`src/rtl/uart_loader_pkg.sv`:
```
// Shared definitions for the UART program loader: FSM state encoding,
// default bit timing, and the address helper used for instruction-memory writes.
package uart_loader_pkg;

  typedef enum logic [2:0] {
    ST_IDLE   = 3'd0,
    ST_LEN_HI = 3'd1,
    ST_DATA   = 3'd2,
    ST_CSUM   = 3'd3,
    ST_OK     = 3'd4,
    ST_ERR    = 3'd5
  } loader_state_t;

  localparam int unsigned DEFAULT_CLKS_PER_BIT = 5208;
  // Roughly four byte-times of silence before a frame is abandoned.
  localparam int unsigned DEFAULT_TIMEOUT_CLKS = 40 * DEFAULT_CLKS_PER_BIT;

  function automatic logic [31:0] word_addr(input logic [31:0] base, input logic [31:0] idx);
    return base + (idx << 2);
  endfunction

endpackage

```
`src/rtl/uart_loader_word_assembler.sv`:
```
// Packs little-endian bytes into 32-bit words; word_valid pulses for one cycle
// after the fourth byte of a word has been taken.
module uart_loader_word_assembler (
  input  logic        clk,
  input  logic        rst,
  input  logic        clear,
  input  logic        byte_en,
  input  logic [7:0]  byte_in,
  output logic        lane_last,
  output logic [31:0] word,
  output logic        word_valid
);

  logic [1:0]  k_reg;
  logic [23:0] shift_reg;
  logic [31:0] word_reg;
  logic        word_valid_reg;

  assign lane_last  = (k_reg == 2'd3);
  assign word       = word_reg;
  assign word_valid = word_valid_reg;

  always_ff @(posedge clk) begin
    if (rst) begin
      k_reg          <= 2'd0;
      shift_reg      <= 24'd0;
      word_reg       <= 32'd0;
      word_valid_reg <= 1'b0;
    end else begin
      word_valid_reg <= 1'b0;
      if (clear) begin
        k_reg     <= 2'd0;
        shift_reg <= 24'd0;
      end else if (byte_en) begin
        k_reg <= k_reg + 2'd1;
        case (k_reg)
          2'd0:    shift_reg[7:0]   <= byte_in;
          2'd1:    shift_reg[15:8]  <= byte_in;
          2'd2:    shift_reg[23:16] <= byte_in;
          default: begin
            word_reg       <= {byte_in, shift_reg};
            word_valid_reg <= 1'b1;
          end
        endcase
      end
    end
  end

endmodule

```
`src/rtl/uart_loader.sv`:
```
// Frame-level loader: length, data words and XOR checksum from the UART byte
// stream; writes words to instruction memory and releases the CPU on success.
module uart_loader
  import uart_loader_pkg::*;
#(
  parameter logic [31:0] BASE_ADDR    = 32'h0000_0000,
  parameter int unsigned MAX_WORDS    = 1024,
  parameter int unsigned TIMEOUT_CLKS = DEFAULT_TIMEOUT_CLKS
) (
  input  logic        clk,
  input  logic        rst,
  input  logic [7:0]  RX_DATA,
  input  logic        RX_DONE,
  output logic        MEM_WE,
  output logic [31:0] MEM_ADDR,
  output logic [31:0] MEM_WDATA,
  output logic        LOAD_DONE,
  output logic        LOAD_ERR,
  output logic        CPU_HOLD
);

  localparam int IDX_W = $clog2(MAX_WORDS + 1);

  loader_state_t    state_reg, state_next;
  logic [15:0]      n_reg, n_next;
  logic [7:0]       chk_reg, chk_next;
  logic [IDX_W-1:0] idx_reg, idx_next;
  logic [31:0]      addr_reg, addr_next;
  logic [31:0]      tmr_reg, tmr_next;
  logic             done_reg, done_next;
  logic             err_reg, err_next;
  logic             hold_reg, hold_next;

  logic             asm_clear, asm_en, asm_lane_last, asm_valid;
  logic [31:0]      asm_word;
  logic [15:0]      n_full;
  logic [IDX_W-1:0] idx_inc;

  assign n_full  = {RX_DATA, n_reg[7:0]};
  assign idx_inc = idx_reg + IDX_W'(1);

  uart_loader_word_assembler u_asm (
    .clk        (clk),
    .rst        (rst),
    .clear      (asm_clear),
    .byte_en    (asm_en),
    .byte_in    (RX_DATA),
    .lane_last  (asm_lane_last),
    .word       (asm_word),
    .word_valid (asm_valid)
  );

  assign MEM_WE    = asm_valid;
  assign MEM_WDATA = asm_word;
  assign MEM_ADDR  = addr_reg;
  assign LOAD_DONE = done_reg;
  assign LOAD_ERR  = err_reg;
  assign CPU_HOLD  = hold_reg;

  always_ff @(posedge clk) begin
    if (rst) begin
      state_reg <= ST_IDLE;
      n_reg     <= 16'd0;
      chk_reg   <= 8'd0;
      idx_reg   <= '0;
      addr_reg  <= BASE_ADDR;
      tmr_reg   <= 32'd0;
      done_reg  <= 1'b0;
      err_reg   <= 1'b0;
      hold_reg  <= 1'b1;
    end else begin
      state_reg <= state_next;
      n_reg     <= n_next;
      chk_reg   <= chk_next;
      idx_reg   <= idx_next;
      addr_reg  <= addr_next;
      tmr_reg   <= tmr_next;
      done_reg  <= done_next;
      err_reg   <= err_next;
      hold_reg  <= hold_next;
    end
  end

  // Completion flags are set on the transition itself so they appear one clock
  // after the deciding byte; OK/ERR only spend a cycle before returning to IDLE.
  always_comb begin
    state_next = state_reg;
    n_next     = n_reg;
    chk_next   = chk_reg;
    idx_next   = idx_reg;
    addr_next  = addr_reg;
    tmr_next   = 32'd0;
    done_next  = done_reg;
    err_next   = err_reg;
    hold_next  = hold_reg;
    asm_clear  = 1'b0;
    asm_en     = 1'b0;

    case (state_reg)
      ST_IDLE: begin
        if (RX_DONE) begin
          n_next     = {8'd0, RX_DATA};
          chk_next   = RX_DATA;
          idx_next   = '0;
          done_next  = 1'b0;
          err_next   = 1'b0;
          hold_next  = 1'b1;
          asm_clear  = 1'b1;
          state_next = ST_LEN_HI;
        end
      end
      ST_LEN_HI, ST_DATA, ST_CSUM: begin
        if (RX_DONE) begin
          chk_next = chk_reg ^ RX_DATA;
          if (state_reg == ST_LEN_HI) begin
            n_next = n_full;
            if (32'(n_full) > MAX_WORDS) begin
              err_next   = 1'b1;
              state_next = ST_ERR;
            end else if (n_full == 16'd0) begin
              state_next = ST_CSUM;
            end else begin
              state_next = ST_DATA;
            end
          end else if (state_reg == ST_DATA) begin
            asm_en = 1'b1;
            if (asm_lane_last) begin
              addr_next = word_addr(BASE_ADDR, 32'(idx_reg));
              idx_next  = idx_inc;
              if (16'(idx_inc) == n_reg)
                state_next = ST_CSUM;
            end
          end else if (RX_DATA == chk_reg) begin
            done_next  = 1'b1;
            hold_next  = 1'b0;
            state_next = ST_OK;
          end else begin
            err_next   = 1'b1;
            state_next = ST_ERR;
          end
        end else if (tmr_reg == TIMEOUT_CLKS - 1) begin
          err_next   = 1'b1;
          asm_clear  = 1'b1;
          state_next = ST_ERR;
        end else begin
          tmr_next = tmr_reg + 32'd1;
        end
      end
      ST_OK, ST_ERR: state_next = ST_IDLE;
      default:       state_next = ST_IDLE;
    endcase
  end

endmodule

```
`config.mk`:
```
export PLATFORM = sky130hd
export DESIGN_NAME = uart_loader
export DESIGN_NICKNAME = d
export VERILOG_FILES = /design/src/rtl/uart_loader_pkg.sv /design/src/rtl/uart_loader_word_assembler.sv /design/src/rtl/uart_loader.sv
export SDC_FILE = /design/constraint.sdc
export NUM_CORES = 1
export LEC_CHECK = 0
export CORE_UTILIZATION = 50
export CTS_CLUSTER_DIAMETER = 80
export DETAILED_ROUTE_END_ITERATION = 12
export PLACE_DENSITY = 0.79
export SETUP_SLACK_MARGIN = 0.3
export SYNTH_ARGS = -nofsm -noshare
export SYNTH_HDL_FRONTEND = slang
export SYNTH_SLANG_ARGS = --single-unit
```
`constraint.sdc`:
```
create_clock -name clk -period 3.6 [get_ports clk]
set_input_delay 0.9 -clock clk [delete_from_list [all_inputs] [get_ports clk]]
set_output_delay 0.9 -clock clk [all_outputs]
set_load 0.05 [all_outputs]
```
==> results of run 1 <==
logic make-up after synthesis:
| kind of cell | Yosys count | share of synthesized area |
|---|---|---|
| muxes | 1 | 0.001594 |
| DFF | 143 | 0.4559 |
| xor gates and xnor gates | 49 | 0.06834 |
| buffers and inverters | 83 | 0.06535 |
| other | 1 | 0.0005972 |
| and+or+nand+nor | 353 | 0.2510 |
| adders and majority gates | 6 | 0.01195 |
| AOI/OAI and AO/OA | 165 | 0.1452 |
tightest hold or removal path, cell delays in order, from the launching register on:
cell	delay [ns]
dfxtp_1	0.31
nand2_1	0.05
a21oi_1	0.05
power groups by stage:
stage               Combinational (mW)  Clock, mW  Sequential (mW)
finish                           0.216       1.66             1.62
detailed placement               0.213          0             1.65
global route                     0.234       1.76             1.62
floorplan                        0.177          0             1.65
global placement                 0.212          0             1.65
CTS                              0.214       1.68             1.62
stage by stage:
step                hold WS (ns)  setup slack [ns]  instance area (um2)  power (mW)  cells
floorplan                 0.4175             1.244                 6355       1.825    821
global placement          0.4321            0.6265                 6925       1.865    991
detailed placement        0.4426            0.5677                 6925       1.866    991
CTS                       0.4535             1.007                 7492       3.510   1023
global route              0.4670            0.8331                 7492       3.610   1023
finish                    0.4500            0.9714                 7492       3.495   1023
area by class of cell:
class	instances	share of cell area
sequential	143	0.3821
tap	168	0.02806
inverter	10	0.005010
timing repair buffer	75	0.09686
clock inverter	13	0.01520
multi-input combinational	595	0.4123
clock buffer	19	0.06045
final timing paths:
path,start,endpoint,slack (ns)
max,RX_DONE,u_asm.word[18]$_SDFFE_PP0P_,0.97
min,LOAD_ERR$_SDFFE_PP0P_,LOAD_ERR$_SDFFE_PP0P_,0.45
max reg2reg,u_asm.k_reg[0]$_SDFFE_PP0P_,state_reg[0]$_SDFFE_PP0P_,1.24
min reg2reg,LOAD_ERR$_SDFFE_PP0P_,LOAD_ERR$_SDFFE_PP0P_,0.45
routing by layer:
metal	vias up	wire length [um]	GRT usage
met5	-	0	0
met4	0	193	0.09264
met3	16	642	0.05453
met2	128	7015	0.3798
met1	2546	6479	0.2894
li1	2754	-	-
cells in the final DEF (no fill, tap or decap), types with 8 or more instances in the layout:
master,instances
a22oi_1,11
inv_1,10
clkbuf_16,17
nor2_1,79
buf_4,16
and3_1,8
nand3_1,38
xor2_1,26
xnor2_1,23
nand2_1,168
dfxtp_1,143
o21ai_0,27
a21oi_1,108
clkdlybuf4s50_1,56
nor4_1,12
conb_1,21
==> metrics, run 1 <==
dominant synthesized flop cell=dfxtp_1; period utilization=0.7302; Resized cells post-CTS=0; MaxCap Viol Count=0; IO Count=79; Synth Instances=around 800; Nets=around 860; critical path type=primary input to register; Pwr Density=roughly 470 nW/um2; first-pass GRT wire length=~24,000 um; startpoint class of the critical path=primary input; CTS clk-pin slew, worst paths=roughly 0.060 ns; crit path cell chain=clkdlybuf4s50_1 -> nand2b_1 -> nor3_2 -> nand2_2 -> buf_4 -> nand2_1 -> a21oi_1; total clock sinks=roughly 140; HPWL Detailed=about 9400 um; core area=12,110 um2; Synth area leaders=dfxtp_1, nand2_1, a21oi_1, nor2_1, xor2_1; slowest CP cell=clkdlybuf4s50_1; Setup Buffers After CTS=0; cell depth of the worst flop-to-flop path=7; Seq/Total Area, Yosys=0.4559; Hold WC Path Type=register to register; # rows=40; Routed WL=14,330 um; final setup fails=0; worst hold stages=2; Setup Skew=just under 0.008 ns; cts hold-fix bufs=0; Reg power frac=0.463; CTS tree=done; synth warn=0; RSZ-0062 raised after global routing=false; vias in the first global route=5,004; top cell type's share of synthesized area=0.4559; fin. max-slew vios=0; clock buffer depth=2; gr usage total=0.2300; Starting DRT DRC Count=439; critical path data required time=3.88 ns; cts bufs inserted=17; Routed Antenna Nets=0; Skew-Pair Late Insertion Delay=between 0.4 and 0.5 ns; P&R area growth vs syn=19.31%; status=complete, no violations; VDD IR max=around 0.35 mV; die area=between 10,000 and 15,000 um2; Layout fillers=1,096; largest net degree at the start of global routing=59; synthesized flop and latch total=between 100 and 150; PortBufs=between 50 and 60; placer congestion estimate=around 0.90; Clock Power Share=0.475; Fmax=approximately 380 MHz; Synth Area per Inst=slightly below 8 um2; sw frac=0.2434; P_sw=850.8 uW; Synth async-reset ratio=0; internal power=roughly 2.6 mW; via count=5,444; height of the chip=about 110 um; logic gate share of total power=0.062; diode count=0; Via density=5.322; die width=~110 um; Rel. slew slack=0.5018; Post-Syn Area=6280 um2; crit path DAT=a little under 3 ns; H-tree depth=4; setup_tns=0 ns; post-synth top area cell=dfxtp_1; CP endpoint kind=register; final hold violation count=0; # DRC=0; initial antenna violation count=0; DRT Pass-1 Iters=7; top cells by count, synth=nand2_1, dfxtp_1, a21oi_1; Multi-input gate area=just over 3000 um2; worst-margin pin slew=about 0.73 ns; Leakage=~2.6 nW; post-synthesis cell type count=44; per-cell routed wire length=around 14 um; Tmin final=roughly 2.6 ns; final core utilization=0.6186; Critical path buffers and inverters=2; CP top delay family=buffers and inverters; CP Max Fanout=32; most common cell in the synthesized netlist=nand2_1; layout cells sized above 1=0.06667; total grt overflow=0; Initial Util=0.5185; EDFF count, synth=0; CTS root buffer=clkbuf_16; Storage cell area=approximately 2900 um2; Crit path depth=7; CP max stage delay=between 0.6 and 0.7 ns
No activity file was read; power rests on OpenSTA's default activity.
==> inputs of run 2 (changes only) <==
PLACE_DENSITY = 0.82   (was 0.79)
clock period = 2.3 ns   (was 3.6 ns; I/O delays follow)
==> run 2 against run 1 <==
Compared with the run above: final cell count up 3.7%; setup slack got worse by 0.63 ns; critical endpoint is now state_reg[1]$_SDFFE_PP0P_; critical path depth unchanged; largest power group unchanged; clock skew is 0.0010 ns higher; routed wire length grew 11%; clock-buffer cell count up 1; sequential share of layout area down 2.0 points.
==> metrics, run 2 (synthesis gave the netlist of run 1 again) <==
VDD IR max=0.5716 mV (was 0.3508 mV); initial antenna violation count=0 (unchanged); crit path DAT=2.32 ns (was 2.91 ns); Fmax=between 500 and 600 MHz; Skew-Pair Late Insertion Delay=0.42 ns (about the same); MaxCap Viol Count=0 (unchanged); Hold WC Path Type=register to register (unchanged); die area=13,010 um2 (unchanged); H-tree depth=4 (unchanged); die width=114.1 um (unchanged); via count=5,842 (was 5,444); CTS clk-pin slew, worst paths=0.06 ns (about the same); # DRC=0 (unchanged); first-pass GRT wire length=25,340 um (was 23,670 um); Leakage=3.072 nW (was 2.574 nW); Placed Area=7152 um2 (was 6925 um2); final setup fails=0 (unchanged); CP endpoint kind=register (unchanged); final hold violation count=0 (unchanged); Setup Skew=0.008839 ns (was 0.007818 ns); HPWL Detailed=10,230 um (was 9425 um); Layout fillers=1,010 (was 1,096); Routed WL=15,960 um (was 14,330 um); RSZ-0062 raised after global routing=true (was false); Routed Antenna Nets=0 (unchanged); Initial Util=0.5185 (unchanged); period utilization=0.8529; Tmin final=approximately 2.0 ns; P&R area growth vs syn=26.38% (was 19.31%); final worst slack=0.3383 ns (was 0.9714 ns); total grt overflow=0 (unchanged); per-cell routed wire length=15.05 um (was 14.01 um); most common cell after layout, fill and taps aside=nand2_1 (unchanged); height of the chip=114.1 um (unchanged); critical path data required time=2.66 ns (was 3.88 ns); gr usage total=0.2454 (was 0.2300); Nets=897 (was 859); worst-margin pin slew=0.5201 ns (was 0.7284 ns); # rows=40 (unchanged); DRT Pass-1 Iters=6 (was 7); cts bufs inserted=17 (unchanged); Starting DRT DRC Count=581 (was 439); startpoint class of the critical path=primary input (unchanged); total clock sinks=143 (unchanged); cell area after layout=7936 um2 (was 7492 um2); core area=12,110 um2 (unchanged); largest net degree at the start of global routing=43 (was 59); Rel. slew slack=0.6546 (was 0.5018); PortBufs=57 (unchanged); Via density=5.506 (was 5.322); layout cells sized above 1=0.1389 (was 0.06667); critical path type=primary input to register (unchanged); CTS root buffer=clkbuf_16 (unchanged); fin. max-slew vios=0 (unchanged); Post-Place Setup Slack=-0.2088 ns (was 0.5677 ns); CTS tree=done (unchanged); Pwr Density=736.0 nW/um2 (was 466.5 nW/um2); CP Max Fanout=4 (was 32); IO Count=79 (unchanged); status=complete, no violations (unchanged); placer congestion estimate=0.8648 (was 0.9007); cts hold-fix bufs=0 (unchanged); clock buffer depth=2 (unchanged); most frequent cells in the layout=nand2_1, dfxtp_1, a21oi_1, nor2_1, buf_4 (was nand2_1, dfxtp_1, a21oi_1, nor2_1, clkdlybuf4s50_1); vias in the first global route=5,365 (was 5,004); diode count=0 (unchanged)
run 2: cell count changes in the layout (fill, tap and decap cells not counted), sizes merged, moves of 2 or more:
cell and delta:
buf +37, bufinv +2, clkdlybuf4s50 -52, clkinv -8
dlygate4sd2 +47, dlymetal6s2s +5, inv +6
run 2: timing repair:
action | CTS | global route
setup endpoints to repair | 83 | 55
buffers inserted | 2 | 4
resized for setup | 60 | 32
pin swaps | 4 | 10
gates cloned | 1 | 0
run 2: final cells by class:
cell class | instances | area [um2] | area share
timing repair buffer | 112 | 968.4 | 0.1220
clock buffer | 20 | 456.7 | 0.05754
tap | 168 | 210.2 | 0.02649
sequential | 143 | 2877 | 0.3624
multi-input combinational | 596 | 3217 | 0.4053
inverter | 10 | 37.54 | 0.004730
clock inverter | 12 | 170.2 | 0.02144
run 2: final timing paths:
kind | start | to | slack (ns) | cells past startpoint
worst max-delay path | RX_DATA[5] | state_reg[1]$_SDFFE_PP0P_ | 0.34 | 7
worst min-delay path | MEM_ADDR[12]$_SDFFE_PP0P_ | MEM_ADDR[12]$_SDFFE_PP0P_ | 0.45 | 2
worst max register to register | idx_reg[0]$_SDFFE_PP0P_ | state_reg[0]$_SDFFE_PP0P_ | 0.37 | 8
worst min register to register | MEM_ADDR[12]$_SDFFE_PP0P_ | MEM_ADDR[12]$_SDFFE_PP0P_ | 0.45 | 2
run 2: worst max-delay path, cell delays in order:
cell	delay [ns]
clkdlybuf4s50_1	0.51
nor4_2	0.35
nand2_1	0.12
or4_1	0.44
o21ai_1	0.17
a31oi_1	0.06
nor2_1	0.09
run 2: metal layers:
layer  global-route usage  wire length, um
met1               0.3204             7027
met2               0.3871             7498
met3              0.05400             1066
met4               0.1143              371
met5                    0                0
run 2: report_power, final:
| group | switching, mW | internal (mW) | total [mW] | leakage [nW] |
|---|---|---|---|---|
| logic | 0.268 | 0.122 | 0.390 | 1.61 |
| registers | 0.0341 | 2.50 | 2.53 | 1.16 |
| clock network | 1.12 | 1.79 | 2.92 | 0.305 |
run 2: stage by stage:
step | power, mW | hold WS [ns] | instances | utilization | TNS [ns]
final | 5.841 | 0.4505 | 1061 | 0.6553 | 0
after global routing | 6.000 | 0.4649 | 1061 | 0.6553 | 0
after CTS | 5.848 | 0.4514 | 1057 | 0.6437 | 0
after detailed placement | 2.939 | 0.4399 | 1022 | 0.5905 | -0.8834
after global placement | 2.932 | 0.4288 | 1022 | 0.5905 | -0.5051
after floorplan | 2.858 | 0.4175 | 821 | - | 0
==> inputs of run 3 (changes only) <==
PLACE_DENSITY = 0.81   (was 0.82)
SYNTH_HIERARCHICAL = 1   (was unset)
==> run 3 against run 2 <==
Compared with the run above: clock power fell by 12%; critical path depth increased by 2; non-clock buffer count up 2; power is 4.6% lower; core utilization down 2.9 points; clock-buffer cell count grew 3; clock skew shrank 0.0019 ns; synthesized area increased by 12%; global-route usage shrank 2.0 points; flip-flop and latch count unchanged; cell area increased by 9.1%; largest power group unchanged.
==> metrics, run 3 <==
Storage cell area=2888 um2 (was 2877 um2); Routed Antenna Nets=0 (unchanged); Post-Syn Area=7046 um2 (was 6280 um2); worst-margin pin slew=0.5710 ns (was 0.5201 ns); Skew-Pair Late Insertion Delay=0.42 ns (about the same); Initial Util=0.5095 (was 0.5185); Multi-input gate area=3891 um2 (was 3217 um2); die area=14,570 um2 (was 13,010 um2); Synth area leaders=dfxtp_1, nand2b_1, a21oi_1, mux2i_1, nand2_1 (was dfxtp_1, nand2_1, a21oi_1, nor2_1, xor2_1); Starting DRT DRC Count=568 (was 581); post-synthesis cell type count=65 (was 44); most frequent cells in the layout=dfxtp_1, nand2_1, a21oi_1, nand2b_1, nor2_1 (was nand2_1, dfxtp_1, a21oi_1, nor2_1, buf_4); RSZ-0062 raised after global routing=true (unchanged); synth warn=6 (was 0); cts bufs inserted=17 (unchanged); critical path type=register to register (was primary input to register); Hold WC Path Type=register to register (unchanged); initial antenna violation count=0 (unchanged); layout cells sized above 1=0.1580 (was 0.1389); proportion of synthesized area in mux cells=0.04972 (was 0.001594); total clock sinks=143 (unchanged); core area=13,830 um2 (was 12,110 um2); complex-gate fraction of the synthesized area=0.1408 (was 0.1452); Pwr Density=643.5 nW/um2 (was 736.0 nW/um2); setup_tns=0 ns (unchanged); fin. max-slew vios=0 (unchanged); Leakage=3.238 nW (was 3.072 nW); # rows=43 (was 40); worst reg-to-reg setup slack=0.08 ns (was 0.37 ns); post-synth top area cell=dfxtp_1 (unchanged); most common cell after layout, fill and taps aside=dfxtp_1 (was nand2_1); CTS root buffer=clkbuf_16 (unchanged); per-cell routed wire length=14.94 um (was 15.05 um); top cell type's share of synthesized area=0.4063 (was 0.4559); internal power=4.209 mW (was 4.418 mW); VDD IR max=0.5412 mV (was 0.5716 mV); height of the chip=120.7 um (was 114.1 um); total grt overflow=0 (unchanged); EDFF count, synth=0 (unchanged); final core utilization=0.6263 (was 0.6553); P&R area growth vs syn=22.91% (was 26.38%); top cells by count, synth=dfxtp_1, nand2_1, a21oi_1 (was nand2_1, dfxtp_1, a21oi_1); cell area after layout=8660 um2 (was 7936 um2); CP Max Fanout=8 (was 4); Setup Skew=0.006921 ns (was 0.008839 ns); Rel. slew slack=0.6193 (was 0.6546); Seq/Total Area, Yosys=0.4063 (was 0.4559); Nets=922 (was 897); via count=6,009 (was 5,842); dominant synthesized flop cell=dfxtp_1 (unchanged); Fmax=450.2 MHz (was 509.8 MHz); Synth Instances=832 (was 801); Synth async-reset ratio=0 (unchanged); CTS tree=done (unchanged); sw frac=0.2447 (was 0.2437); largest family of logic cells by synthesized area=simple AND/OR/NAND/NOR gates (unchanged); IO Count=79 (unchanged); Tmin final=2.221 ns (was 1.962 ns); die width=120.7 um (was 114.1 um); most common cell in the synthesized netlist=dfxtp_1 (was nand2_1); logic gate share of total power=0.081 (was 0.067); largest net degree at the start of global routing=115 (was 43); gr usage total=0.2252 (was 0.2454); Finished Layout Cells=1,098 (was 1,061); MaxCap Viol Count=0 (unchanged); status=complete, no violations (unchanged); final worst slack=0.07855 ns (was 0.3383 ns); final hold violation count=0 (unchanged); Synth Area per Inst=8.468 um2 (was 7.840 um2); Post-Synth Simple-Gate Area=0.2611 (was 0.2510); H-tree depth=4 (unchanged); startpoint class of the critical path=register (was primary input); Synth Area in XOR/XNOR=0.06091 (was 0.06834); placed insts=1,057 (was 1,022); Post-Synth Adder-Cell Area=0.01066 (was 0.01195); Via density=5.473 (was 5.506); Placed Area=7933 um2 (was 7152 um2); synthesized flop and latch total=143 (unchanged); placer congestion estimate=0.8384 (was 0.8648); PortBufs=57 (unchanged); # DRC=0 (unchanged); vias in the first global route=5,344 (was 5,365); CTS clk-pin slew, worst paths=0.06 ns (about the same); DRT Pass-1 Iters=5 (was 6); Layout fillers=1,115 (was 1,010); P_sw=1.364 mW (was 1.424 mW); first-pass GRT wire length=25,900 um (was 25,340 um); clock buffer depth=2 (unchanged); CP endpoint kind=register (unchanged); Clock Power Share=0.463 (was 0.499); Post-Place Setup Slack=-0.06695 ns (was -0.2088 ns); Routed WL=16,410 um (was 15,960 um); period utilization=0.9658 (was 0.8529); diode count=0 (unchanged); Reg power frac=0.456 (was 0.434); critical path data required time=2.61 ns (was 2.66 ns); final setup fails=0 (unchanged); crit path DAT=2.53 ns (was 2.32 ns); HPWL Detailed=10,490 um (was 10,230 um)
## run 3: final timing paths
kind	start	end	depth (start not counted)
max reg2reg	tmr_reg[18]$_SDFF_PP0_	u_asm/word[9]$_SDFFE_PP0P_	9
max	tmr_reg[18]$_SDFF_PP0_	u_asm/word[9]$_SDFFE_PP0P_	9
min	MEM_ADDR[10]$_SDFFE_PP0P_	MEM_ADDR[10]$_SDFFE_PP0P_	2
min reg2reg	MEM_ADDR[10]$_SDFFE_PP0P_	MEM_ADDR[10]$_SDFFE_PP0P_	2
## run 3: through the flow
| step | power, mW | hold WS (ns) |
|---|---|---|
| final | 5.572 | 0.4536 |
| after CTS | 5.597 | 0.4538 |
| after global routing | 5.769 | 0.4749 |
| after global placement | 3.030 | 0.4346 |
| after floorplan | 2.922 | 0.4264 |
| after detailed placement | 3.037 | 0.4488 |
## run 3: kinds of logic (layout without fill, tap and decap cells)
family,after synthesis,after routing
AND/OR/NAND/NOR,352,352
AO/OA/AOI/OAI,157,157
flip-flops,143,143
buffers and inverters,89,155
XOR/XNOR,49,49
multiplexers,35,35
adder cells (fa/ha/maj),6,6
other,1,21
## run 3: routing by layer
| metal | up-vias | wire length (um) | GRT usage |
|---|---|---|---|
| li1 | 2953 | - | - |
| met1 | 2849 | 7514 | 0.3041 |
| met2 | 176 | 7796 | 0.3495 |
| met3 | 31 | 786 | 0.04858 |
| met4 | 0 | 309 | 0.08796 |
| met5 | - | 0 | 0 |
## run 3: critical path: stages (launching register included)
cell and delay [ns]:
dfxtp_2 0.34, nor4_4 0.29, nand4_1 0.20, nor4_4 0.24, and2b_1 0.22, o21ai_2 0.07
a21oi_2 0.15, and3b_4 0.29, clkbuf_16 0.19, mux2i_1 0.12
## run 3: layout make-up
cell class                      instances  share of cell area
Multi-Input combinational cell        620              0.4494
Sequential cell                       143              0.3335
Timing Repair Buffer                  114              0.1232
Clock buffer                           23             0.05404
Tap cell                              180             0.02601
Clock inverter                          9            0.009970
Inverter                                9            0.003901
## run 3: what timing repair did
action	in CTS	in global routing
gates cloned	1	2
gates resized for setup	64	12
setup buffers	3	3
hold buffers	0	0
endpoints found under the setup margin	106	78
pin swaps	1	5
## run 3: power by group through the flow
| stage | registers (mW) | logic, mW | clock network (mW) |
|---|---|---|---|
| after floorplan | 2.59 | 0.335 | 0 |
| after global placement | 2.60 | 0.434 | 0 |
| after detailed placement | 2.60 | 0.440 | 0 |
| after CTS | 2.54 | 0.443 | 2.61 |
| after global routing | 2.54 | 0.484 | 2.74 |
| final | 2.54 | 0.452 | 2.58 |
